===== src/rtl/alu_pkg.sv =====
// Shared types and ALU opcode constants for the execute/writeback stage.
package alu_pkg;

  localparam logic [7:0] ALU_ADD = 8'h00;
  localparam logic [7:0] ALU_SUB = 8'h01;
  localparam logic [7:0] ALU_OR  = 8'h04;
  localparam logic [7:0] ALU_AND = 8'h05;
  localparam logic [7:0] ALU_XOR = 8'h06;

  typedef logic [2:0] reg_idx_t;
  typedef logic [7:0] word_t;

  typedef struct packed {
    word_t    opcode;
    reg_idx_t rd;
    word_t    op0;
    word_t    op1;
  } ex_op_t;

endpackage


===== src/rtl/alu_exec_stage_if.sv =====
// Decoded-op input channel and writeback channel of the execute stage.
interface alu_exec_stage_if;
  import alu_pkg::*;

  logic     in_valid;
  logic     in_ready;
  word_t    in_opcode;
  reg_idx_t in_rd;
  reg_idx_t in_rs0;
  reg_idx_t in_rs1;
  word_t    in_imm;
  logic     in_use_imm;

  logic     wb_valid;
  logic     wb_ready;
  reg_idx_t wb_rd;
  word_t    wb_data;

  modport master (
    output in_valid, in_opcode, in_rd, in_rs0, in_rs1, in_imm, in_use_imm, wb_ready,
    input  in_ready, wb_valid, wb_rd, wb_data
  );

  modport slave (
    input  in_valid, in_opcode, in_rd, in_rs0, in_rs1, in_imm, in_use_imm, wb_ready,
    output in_ready, wb_valid, wb_rd, wb_data
  );

endinterface


===== src/rtl/regfile_8x8.sv =====
// Architectural register file: two operand read ports, one debug read port,
// one write port. Register 0 is hardwired to zero.
module regfile_8x8
  import alu_pkg::*;
#(
  parameter int NREGS = 8,
  localparam int IDX_W = $clog2(NREGS)
) (
  input  logic             clk,
  input  logic             rst_n,
  input  logic [IDX_W-1:0] i_ra0,
  input  logic [IDX_W-1:0] i_ra1,
  input  logic [IDX_W-1:0] i_rad,
  input  logic             i_we,
  input  logic [IDX_W-1:0] i_wa,
  input  word_t            i_wd,
  output word_t            o_rd0,
  output word_t            o_rd1,
  output word_t            o_rdd
);

  word_t r_mem [NREGS];

  always_ff @(posedge clk or negedge rst_n) begin
    if (!rst_n) begin
      for (int i = 0; i < NREGS; i++) r_mem[i] <= '0;
    end else if (i_we && (i_wa != '0)) begin
      r_mem[i_wa] <= i_wd;
    end
  end

  assign o_rd0 = (i_ra0 == '0) ? '0 : r_mem[i_ra0];
  assign o_rd1 = (i_ra1 == '0) ? '0 : r_mem[i_ra1];
  assign o_rdd = (i_rad == '0) ? '0 : r_mem[i_rad];

endmodule


===== src/rtl/alu_exec_stage.sv =====
// Execute/writeback stage: one EX register feeding a combinational ALU,
// result written back to the register file on retirement.
module alu_exec_stage
  import alu_pkg::*;
#(
  parameter int NREGS    = 8,
  parameter int RETIRE_W = 16
) (
  input  logic                clk,
  input  logic                rst_n,
  alu_exec_stage_if.slave     bus,
  output word_t               alu_operand_0,
  output word_t               alu_operand_1,
  output word_t               alu_opcode,
  input  word_t               alu_result,
  output logic [RETIRE_W-1:0] retire_count,
  input  reg_idx_t            dbg_rsel,
  output word_t               dbg_rdata
);

  ex_op_t              r_ex;
  logic                r_ex_valid;
  logic [RETIRE_W-1:0] r_retire_count;

  logic  w_accept;
  logic  w_retire;
  word_t w_rf0;
  word_t w_rf1;
  word_t w_op0;
  word_t w_op1;

  // The retiring op's result is not in the file yet, so a same-cycle read
  // of its destination must take alu_result instead.
  function automatic word_t resolve(input reg_idx_t src, input word_t rf_val,
                                    input logic fwd_en, input reg_idx_t fwd_rd,
                                    input word_t fwd_val);
    if (src == '0) return '0;
    if (fwd_en && (fwd_rd == src)) return fwd_val;
    return rf_val;
  endfunction

  assign bus.in_ready = !r_ex_valid || bus.wb_ready;
  assign w_accept     = bus.in_valid && bus.in_ready;
  assign w_retire     = r_ex_valid && bus.wb_ready;

  regfile_8x8 #(.NREGS(NREGS)) u_rf (
    .clk   (clk),
    .rst_n (rst_n),
    .i_ra0 (bus.in_rs0),
    .i_ra1 (bus.in_rs1),
    .i_rad (dbg_rsel),
    .i_we  (w_retire),
    .i_wa  (r_ex.rd),
    .i_wd  (alu_result),
    .o_rd0 (w_rf0),
    .o_rd1 (w_rf1),
    .o_rdd (dbg_rdata)
  );

  assign w_op0 = resolve(bus.in_rs0, w_rf0, w_retire, r_ex.rd, alu_result);
  assign w_op1 = bus.in_use_imm ? bus.in_imm
                                : resolve(bus.in_rs1, w_rf1, w_retire, r_ex.rd, alu_result);

  always_ff @(posedge clk or negedge rst_n) begin
    if (!rst_n) begin
      r_ex           <= '0;
      r_ex_valid     <= 1'b0;
      r_retire_count <= '0;
    end else begin
      if (w_accept) begin
        r_ex       <= '{opcode: bus.in_opcode, rd: bus.in_rd, op0: w_op0, op1: w_op1};
        r_ex_valid <= 1'b1;
      end else if (w_retire) begin
        r_ex_valid <= 1'b0;
      end
      if (w_retire) r_retire_count <= r_retire_count + 1'b1;
    end
  end

  assign alu_operand_0 = r_ex.op0;
  assign alu_operand_1 = r_ex.op1;
  assign alu_opcode    = r_ex.opcode;
  assign bus.wb_valid  = r_ex_valid;
  assign bus.wb_rd     = r_ex.rd;
  assign bus.wb_data   = alu_result;
  assign retire_count  = r_retire_count;

endmodule


===== src/flat_wrapper.sv =====
// flat-port wrapper written by rule: the top's interface ports become plain ports
module alu_exec_stage_flat import alu_pkg::*;
#(
  parameter int NREGS    = 8,
  parameter int RETIRE_W = 16
)
  (clk, rst_n, alu_operand_0, alu_operand_1, alu_opcode, alu_result, retire_count, dbg_rsel, dbg_rdata, bus_in_valid, bus_in_opcode, bus_in_rd, bus_in_rs0, bus_in_rs1, bus_in_imm, bus_in_use_imm, bus_wb_ready, bus_in_ready, bus_wb_valid, bus_wb_rd, bus_wb_data);
  alu_exec_stage_if bus_i ();
  input  logic clk;
  input  logic rst_n;
  output word_t alu_operand_0;
  output word_t alu_operand_1;
  output word_t alu_opcode;
  input  word_t alu_result;
  output logic [RETIRE_W-1:0] retire_count;
  input  reg_idx_t dbg_rsel;
  output word_t dbg_rdata;
  input wire logic [$bits(bus_i.in_valid)-1:0] bus_in_valid;
  input wire logic [$bits(bus_i.in_opcode)-1:0] bus_in_opcode;
  input wire logic [$bits(bus_i.in_rd)-1:0] bus_in_rd;
  input wire logic [$bits(bus_i.in_rs0)-1:0] bus_in_rs0;
  input wire logic [$bits(bus_i.in_rs1)-1:0] bus_in_rs1;
  input wire logic [$bits(bus_i.in_imm)-1:0] bus_in_imm;
  input wire logic [$bits(bus_i.in_use_imm)-1:0] bus_in_use_imm;
  input wire logic [$bits(bus_i.wb_ready)-1:0] bus_wb_ready;
  output wire logic [$bits(bus_i.in_ready)-1:0] bus_in_ready;
  output wire logic [$bits(bus_i.wb_valid)-1:0] bus_wb_valid;
  output wire logic [$bits(bus_i.wb_rd)-1:0] bus_wb_rd;
  output wire logic [$bits(bus_i.wb_data)-1:0] bus_wb_data;
  assign bus_i.in_valid = bus_in_valid;
  assign bus_i.in_opcode = bus_in_opcode;
  assign bus_i.in_rd = bus_in_rd;
  assign bus_i.in_rs0 = bus_in_rs0;
  assign bus_i.in_rs1 = bus_in_rs1;
  assign bus_i.in_imm = bus_in_imm;
  assign bus_i.in_use_imm = bus_in_use_imm;
  assign bus_i.wb_ready = bus_wb_ready;
  assign bus_in_ready = bus_i.in_ready;
  assign bus_wb_valid = bus_i.wb_valid;
  assign bus_wb_rd = bus_i.wb_rd;
  assign bus_wb_data = bus_i.wb_data;
  alu_exec_stage #(.NREGS(NREGS), .RETIRE_W(RETIRE_W)) u_core (.clk(clk), .rst_n(rst_n), .bus(bus_i), .alu_operand_0(alu_operand_0), .alu_operand_1(alu_operand_1), .alu_opcode(alu_opcode), .alu_result(alu_result), .retire_count(retire_count), .dbg_rsel(dbg_rsel), .dbg_rdata(dbg_rdata));
endmodule

===== config.mk =====
export PLATFORM = sky130hd
export DESIGN_NAME = alu_exec_stage_flat
export DESIGN_NICKNAME = d
export VERILOG_FILES = /design/src/rtl/alu_pkg.sv /design/src/rtl/alu_exec_stage_if.sv /design/src/rtl/regfile_8x8.sv /design/src/rtl/alu_exec_stage.sv /design/src/flat_wrapper.sv
export SDC_FILE = /design/constraint.sdc
export NUM_CORES = 1
export LEC_CHECK = 0
export BUFFER_PORTS_ARGS = -buffer_cell sky130_fd_sc_hd__buf_2
export CORE_UTILIZATION = 40
export CTS_CLUSTER_SIZE = 40
export DETAILED_ROUTE_END_ITERATION = 7
export GPL_TIMING_DRIVEN = 0
export PLACE_DENSITY = 0.67
export SLEW_MARGIN = 20
export SYNTH_ARGS = -nofsm -noshare
export SYNTH_HDL_FRONTEND = slang
export SYNTH_HIERARCHICAL = 1
export SYNTH_SLANG_ARGS = --single-unit

===== constraint.sdc =====
create_clock -name clk -period 2.2 [get_ports clk]
set_input_delay 0.44 -clock clk [delete_from_list [all_inputs] [get_ports clk]]
set_output_delay 0.44 -clock clk [all_outputs]
set_load 0.02 [all_outputs]

==> results of run 1 <==
## final cells by class
type / count / area share, %
Inverter: 3 / 0.1616
Clock inverter: 2 / 0.1436
Multi-Input combinational cell: 361 / 44.09
Tap cell: 184 / 3.303
Sequential cell: 100 / 35.91
Timing Repair Buffer: 99 / 7.522
Buffer: 44 / 5.135
Clock buffer: 13 / 3.734
## what timing repair did
item / in CTS / in global routing
endpoints found under the setup margin: 5 / 6
resized for setup: 3 / 3
pin swaps: 0 / 0
hold endpoints to repair: 0 / 0
cloned: 0 / 0
## power breakdown
part           internal (mW)  leakage, nW  switching (mW)  total (mW)
clock                  0.820        0.135           0.657        1.48
sequential              2.44         1.24           0.618        3.06
combinational           1.22         1.85            1.17        2.39
total                   4.47         3.23            2.45        6.92
## how the worst max path moves through the flow
stage               cells past startpoint  slack (ns)   startpoint                                   to
global route                            6       -0.09  dbg_rsel[1]                         dbg_rdata[2]
global placement                        1       -0.39        rst_n  u_core/alu_operand_1[4]$_DFFE_PN0P_
finish                                  6       -0.06  dbg_rsel[1]                         dbg_rdata[3]
CTS                                     6       -0.03  dbg_rsel[1]                         dbg_rdata[3]
detailed placement                      6       -0.05  dbg_rsel[1]                         dbg_rdata[2]
floorplan                               5        0.21  dbg_rsel[0]                         dbg_rdata[0]
## cell families (layout without fill, tap and decap cells)
| logic type | after synthesis | count (layout) |
|---|---|---|
| mux | 137 | 137 |
| simple gates | 118 | 118 |
| fa+ha+maj | 1 | 1 |
| buf+inv | 47 | 161 |
| compound gates | 84 | 84 |
| xor+xnor | 21 | 21 |
| flops | 100 | 100 |
## through the flow
step	setup TNS [ns]	area, um2	hold slack (ns)
after global routing	-0.2717	6969	0.02447
after global placement	-38.70	6631	0.4548
after floorplan	0	5911	0.1444
after detailed placement	-0.1244	6665	0.3839
final	-0.08461	6969	0.0009585
after CTS	-0.05354	6954	0.009734
## registers in the layout, summed over array words and instances, names as in the netlist
signal	flops
u_core/bus.wb_valid	1
u_core/bus.wb_rd	3
u_core/alu_operand_0	8
u_core/alu_operand_1	8
u_core/u_rf/r_mem	56
u_core/alu_opcode	8
u_core/retire_count	16
## synthesized netlist by cell type, types with 2 or more instances
| library cell | n | area (um2) |
|---|---|---|
| dfrtp_1 | 100 | 2502 |
| mux2_2 | 94 | 1059 |
| nand2_1 | 58 | 217.7 |
| mux2i_1 | 40 | 400.4 |
| a221oi_1 | 33 | 289.0 |
| nor2_1 | 19 | 71.32 |
| xnor2_1 | 17 | 148.9 |
| buf_2 | 15 | 75.07 |
| buf_4 | 14 | 105.1 |
| a211oi_1 | 10 | 75.07 |
| a221oi_2 | 10 | 150.1 |
| o21ai_1 | 8 | 40.04 |
| o22ai_1 | 8 | 50.05 |
| buf_6 | 7 | 78.83 |
| nand4_1 | 7 | 43.79 |
| a211oi_2 | 6 | 75.07 |
| nand3_1 | 6 | 30.03 |
| and2_1 | 4 | 25.02 |
| buf_12 | 4 | 80.08 |
| xor2_1 | 4 | 35.03 |
| a21oi_1 | 3 | 15.01 |
| a31oi_1 | 3 | 18.77 |
| and4_1 | 3 | 26.28 |
| clkbuf_1 | 3 | 11.26 |
| inv_1 | 3 | 11.26 |
| mux2_1 | 3 | 33.78 |
| nand2b_1 | 3 | 18.77 |
| nand4b_2 | 3 | 45.04 |
| a22o_1 | 2 | 17.52 |
| and2b_4 | 2 | 20.02 |
| and3_1 | 2 | 12.51 |
| and4bb_1 | 2 | 25.02 |
| nand2_2 | 2 | 12.51 |
| nor2b_1 | 2 | 12.51 |
## metal layers
layer	global-route usage, %	vias to the layer above
met4	7.078	0
met5	0	-
met2	33.07	135
met3	3.921	13
met1	31.73	2291
li1	-	2111
==> out/qor.yml, run 1 <==
outcome:
  outcome: "finished, violations left"
  violations: "setup timing"
floorplanning:
  core_area_um2: 14480
  initial_core_util_pct: 40.82
  die_h_um: 123.6
  rows: 44
  boundaryPins: 102
  die_w_um: 123.6
  dieArea_um2: 15270
synth:
  synth-seq-area-share_pct: 42.34
  synthMuxAreaShare_pct: 25.25
  synth-main-ff-cell: "dfrtp_1"
  synth_area_um2: 5911
  yosys.area_share.xor_xnor_pct: 3.112
  syn_nets: 550
  synth_compound_area_share_pct: 12.49
  synthAdderAreaFrac_pct: 0.2117
  synthSimpleGateAreaFrac_pct: 10.39
  synth.ff_latch_count: 100
  async_reset_ff_share_pct: 100.0
  ys_warn_count: 6
  synth_top_family_by_area: "multiplexers"
  synth-edff-count: 0
  syn_inst: 508
  synth_cell_type_count: 42
  avgSynthCellArea_um2: 11.64
min_path:
  hp-class: "in2async"
clocking:
  cts.reportedPaths.clkPinSlew_ns: 0.06
  clock_latency_ns: 0.35
  numClockSinks: 100
  clockRootBuffer: "clkbuf_16"
  cts_buffers: 9
  cts_tree: "done"
  htreeDepth: 3
  clockBufferDepth: 2
  cts_hold_buf: 0
  postCtsSetupRepairBufs: 0
route:
  first_pass_iters: 4
  route.detailed.drc: 0
  ant_nets: 0
  drt-total-wl_um: 15980
  via_per_inst: 5.645
  wl_met3_um: 821
  wl_per_cell_um: 19.83
  num_vias: 4550
  met2_length_um: 7474
  initialDrtViolationCount: 290
  wl_met1_um: 7466
  top_layer_used: "met4"
worst_setup_path:
  worstSetupEndpointType: "output pin"
  r2r_slack_ns: 0.36
  worstRegToRegCells: 6
  crit_chain: "buf_2 -> clkbuf_4 -> and2b_4 -> a221oi_1 -> a221oi_1 -> buf_2"
  slowest_delay_ns: 0.35
  slowest_stage: "a221oi_1"
  critPathMaxFanout: 10
  critPathKind: "in2out"
  cp_top_family: "buffers and inverters"
  critPathLaunchType: "primary input"
  crit-reg2reg-launch: "u_core/bus.wb_valid$_DFFE_PN0P_"
  required_ns: 1.76
  r2r_end: "u_core/u_rf/r_mem[52]$_DFFE_PN0P_"
  arrival_ns: 1.82
  critPathBufInv: 3
placement:
  place_inst: 791
  dp_hpwl_um: 11650
  dp_slack_ns: -0.04916
  port_buffers: 98
  gp_congestion: 0.8386
layout:
  n_fill_cell: 1341
  mostFrequentLayoutCells: "buf_2 (111), dfrtp_1 (100), mux2_2 (94)"
  layout.nets: 660
  multiInputGateArea_um2: 3073
  final_common_cell: "buf_2"
  syn_to_final_growth_pct: 17.91
  num_antenna_cells: 0
  fin_cells: 806
  drive_above_1_share_pct: 44.69
  seqCellArea_um2: 2502
  utilization_pct: 48.13
sta:
  tightest_slew_ns: 1.006
  setup_viol_count_final: 3
  skew_ns: 0.005789
  maxSlewViolCount: 0
  relSlewSlack_pct: 32.39
  hold_viol_final: 0
  fmaxAchievable_mhz: 441.9
  setup_slack_ns: -0.06286
  rsz0062_at_grt: "yes"
  timing.final.crit_share_pct: 102.9
  final.min_clock_period_ns: 2.263
power:
  p_leak_nw: 3.227
  p_total_mw: 6.923
  p_per_area_nw_per_um2: 993.4
  vdd_drop_max_mv: 0.4207
grt:
  grt_pass1_vias: 4483
  grt_pass1_wl_um: 25020
  grt_start_max_net_pins: 61
  grt_usage_pct: 21.94
  grt_overflow_total: 0
  antenna_found_initial: 0
job:
  maxCapViolations: 0
Power figures use the tool's default switching activity.
==> inputs of run 2 (changes only) <==
ABC_CLOCK_PERIOD_IN_PS = 2700   (was not set)
clock period = 2.7 ns   (was 2.2 ns; I/O delays follow)
==> run 2 against run 1 <==
- highest routed layer unchanged
- setup slack improved by 0.26 ns
- die area unchanged
- the flow now finishes without violations
- largest cell class unchanged
- sequential share of layout area increased by 0.17 points
- first-iteration DRC count increased by 8.3%
- core utilization decreased by 0.23 points
- critical path type unchanged
- critical path depth unchanged
- flip-flop and latch count unchanged
- global-route usage about the same
- clock power decreased by 18%
- combinational power decreased by 19%
- power decreased by 19%
==> out/qor.yml, run 2 (same netlist as run 1, synthesis figures left out) <==
outcome:
  outcome: "finished clean"
clocking:
  numClockSinks: 100
  postCtsSetupRepairBufs: 0
  cts_tree: "done"
  cts_buffers: 9
  cts.reportedPaths.clkPinSlew_ns: 0.06
  htreeDepth: 3
  clockRootBuffer: "clkbuf_16"
  cts_hold_buf: 0
  clock_latency_ns: 0.35
  clockBufferDepth: 2
  cts_resized: 0
sta:
  fmaxAchievable_mhz: 400.2
  timing.final.crit_share_pct: 92.55
  hold_viol_final: 0
  rsz0062_at_grt: "no"
  timing.hold.ws_ns: 0.1010
  setup_viol_count_final: 0
  relSlewSlack_pct: 31.90
  final.min_clock_period_ns: 2.499
  setup_slack_ns: 0.2010
  timing.setup.tns_ns: 0
  maxSlewViolCount: 0
  tightest_slew_ns: 1.013
  skew_ns: 0.006701
layout:
  mostFrequentLayoutCells: "buf_2 (112), dfrtp_1 (100), mux2_2 (94)"
  syn_to_final_growth_pct: 17.34
  layout.nets: 660
  final_common_cell: "buf_2"
  utilization_pct: 47.90
  top_register: "u_core/u_rf/r_mem"
  fin_area_um2: 6935
  num_antenna_cells: 0
  fin_cells: 806
  largest_reg_flops: 56
  drive_above_1_share_pct: 43.89
worst_setup_path:
  critPathLaunchType: "primary input"
  crit_chain: "buf_2 -> buf_2 -> and2b_4 -> a221oi_1 -> a221oi_1 -> buf_2"
  crit_top_cell: "buf_2"
  crit_end: "dbg_rdata[3]"
  worstSetupEndpointType: "output pin"
  r2r_end: "u_core/u_rf/r_mem[52]$_DFFE_PN0P_"
  arrival_ns: 1.96
  crit-reg2reg-launch: "u_core/bus.wb_valid$_DFFE_PN0P_"
  critPathKind: "in2out"
  slowest_stage: "a221oi_1"
  required_ns: 2.16
  critPathMaxFanout: 10
  setup.worst_path.start: "dbg_rsel[1]"
  slowest_delay_ns: 0.47
  worstRegToRegCells: 6
  r2r_slack_ns: 0.86
floorplanning:
  dieArea_um2: 15270
  die_w_um: 123.6
  die_h_um: 123.6
  boundaryPins: 102
  core_area_um2: 14480
  initial_core_util_pct: 40.82
  rows: 44
grt:
  grt_pass1_vias: 4489
  grt_start_max_net_pins: 61
  antenna_found_initial: 0
  grt_usage_pct: 21.96
  grt_overflow_total: 0
  grt_pass1_wl_um: 25030
placement:
  placed_area_um2: 6665
  dp_hpwl_um: 11650
  place_inst: 791
  gp_congestion: 0.8386
  port_buffers: 98
  dp_slack_ns: 0.2508
route:
  first_pass_iters: 4
  route.detailed.drc: 0
  via_per_inst: 5.622
  ant_nets: 0
  num_vias: 4531
  drt-total-wl_um: 15970
  wl_per_cell_um: 19.82
  initialDrtViolationCount: 314
power:
  p_leak_nw: 3.215
  p_per_area_nw_per_um2: 810.4
  p_total_mw: 5.620
  vdd_drop_max_mv: 0.3348
job:
  maxCapViolations: 0
min_path:
  hp-class: "in2async"
## run 2: how the worst min path moves through the flow
stage | slack [ns] | to | start
2_1_floorplan | 0.24 | u_core/alu_opcode[0]$_DFFE_PN0P_ | rst_n
3_3_place_gp | 0.45 | u_core/retire_count[15]$_DFFE_PN0P_ | u_core/retire_count[15]$_DFFE_PN0P_
3_5_place_dp | 0.46 | u_core/alu_opcode[1]$_DFFE_PN0P_ | u_core/alu_opcode[1]$_DFFE_PN0P_
4_1_cts | 0.11 | u_core/retire_count[15]$_DFFE_PN0P_ | rst_n
5_1_grt | 0.12 | u_core/retire_count[15]$_DFFE_PN0P_ | rst_n
6_report | 0.10 | u_core/retire_count[15]$_DFFE_PN0P_ | rst_n
## run 2: where the power goes
group | internal (mW) | switching, mW | total, mW
clock network | 0.668 | 0.537 | 1.21
logic | 0.982 | 0.944 | 1.93
registers | 1.99 | 0.503 | 2.49
## run 2: critical path, delay by kind of cell
family,cells,cell delay [ns]
buf+inv,3,0.56
compound gates,2,0.61
simple gates,1,0.25
## run 2: area by class of cell
class,instances,area (um2)
timing repair buffer,99,524.3
clock buffer,13,260.3
clock inverter,2,10.01
fill,1344,7543
inverter,3,11.26
buffer,44,355.3
multi-input combinational,361,3042
tap,184,230.2
sequential,100,2502
## run 2: metal layers
layer	up-vias	share of wire, %	track usage (%)
li1	2111	-	-
met1	2286	47	31.61
met2	120	47	33.17
met3	14	4.2	4.059
met4	0	1.5	7.078
met5	-	0	0
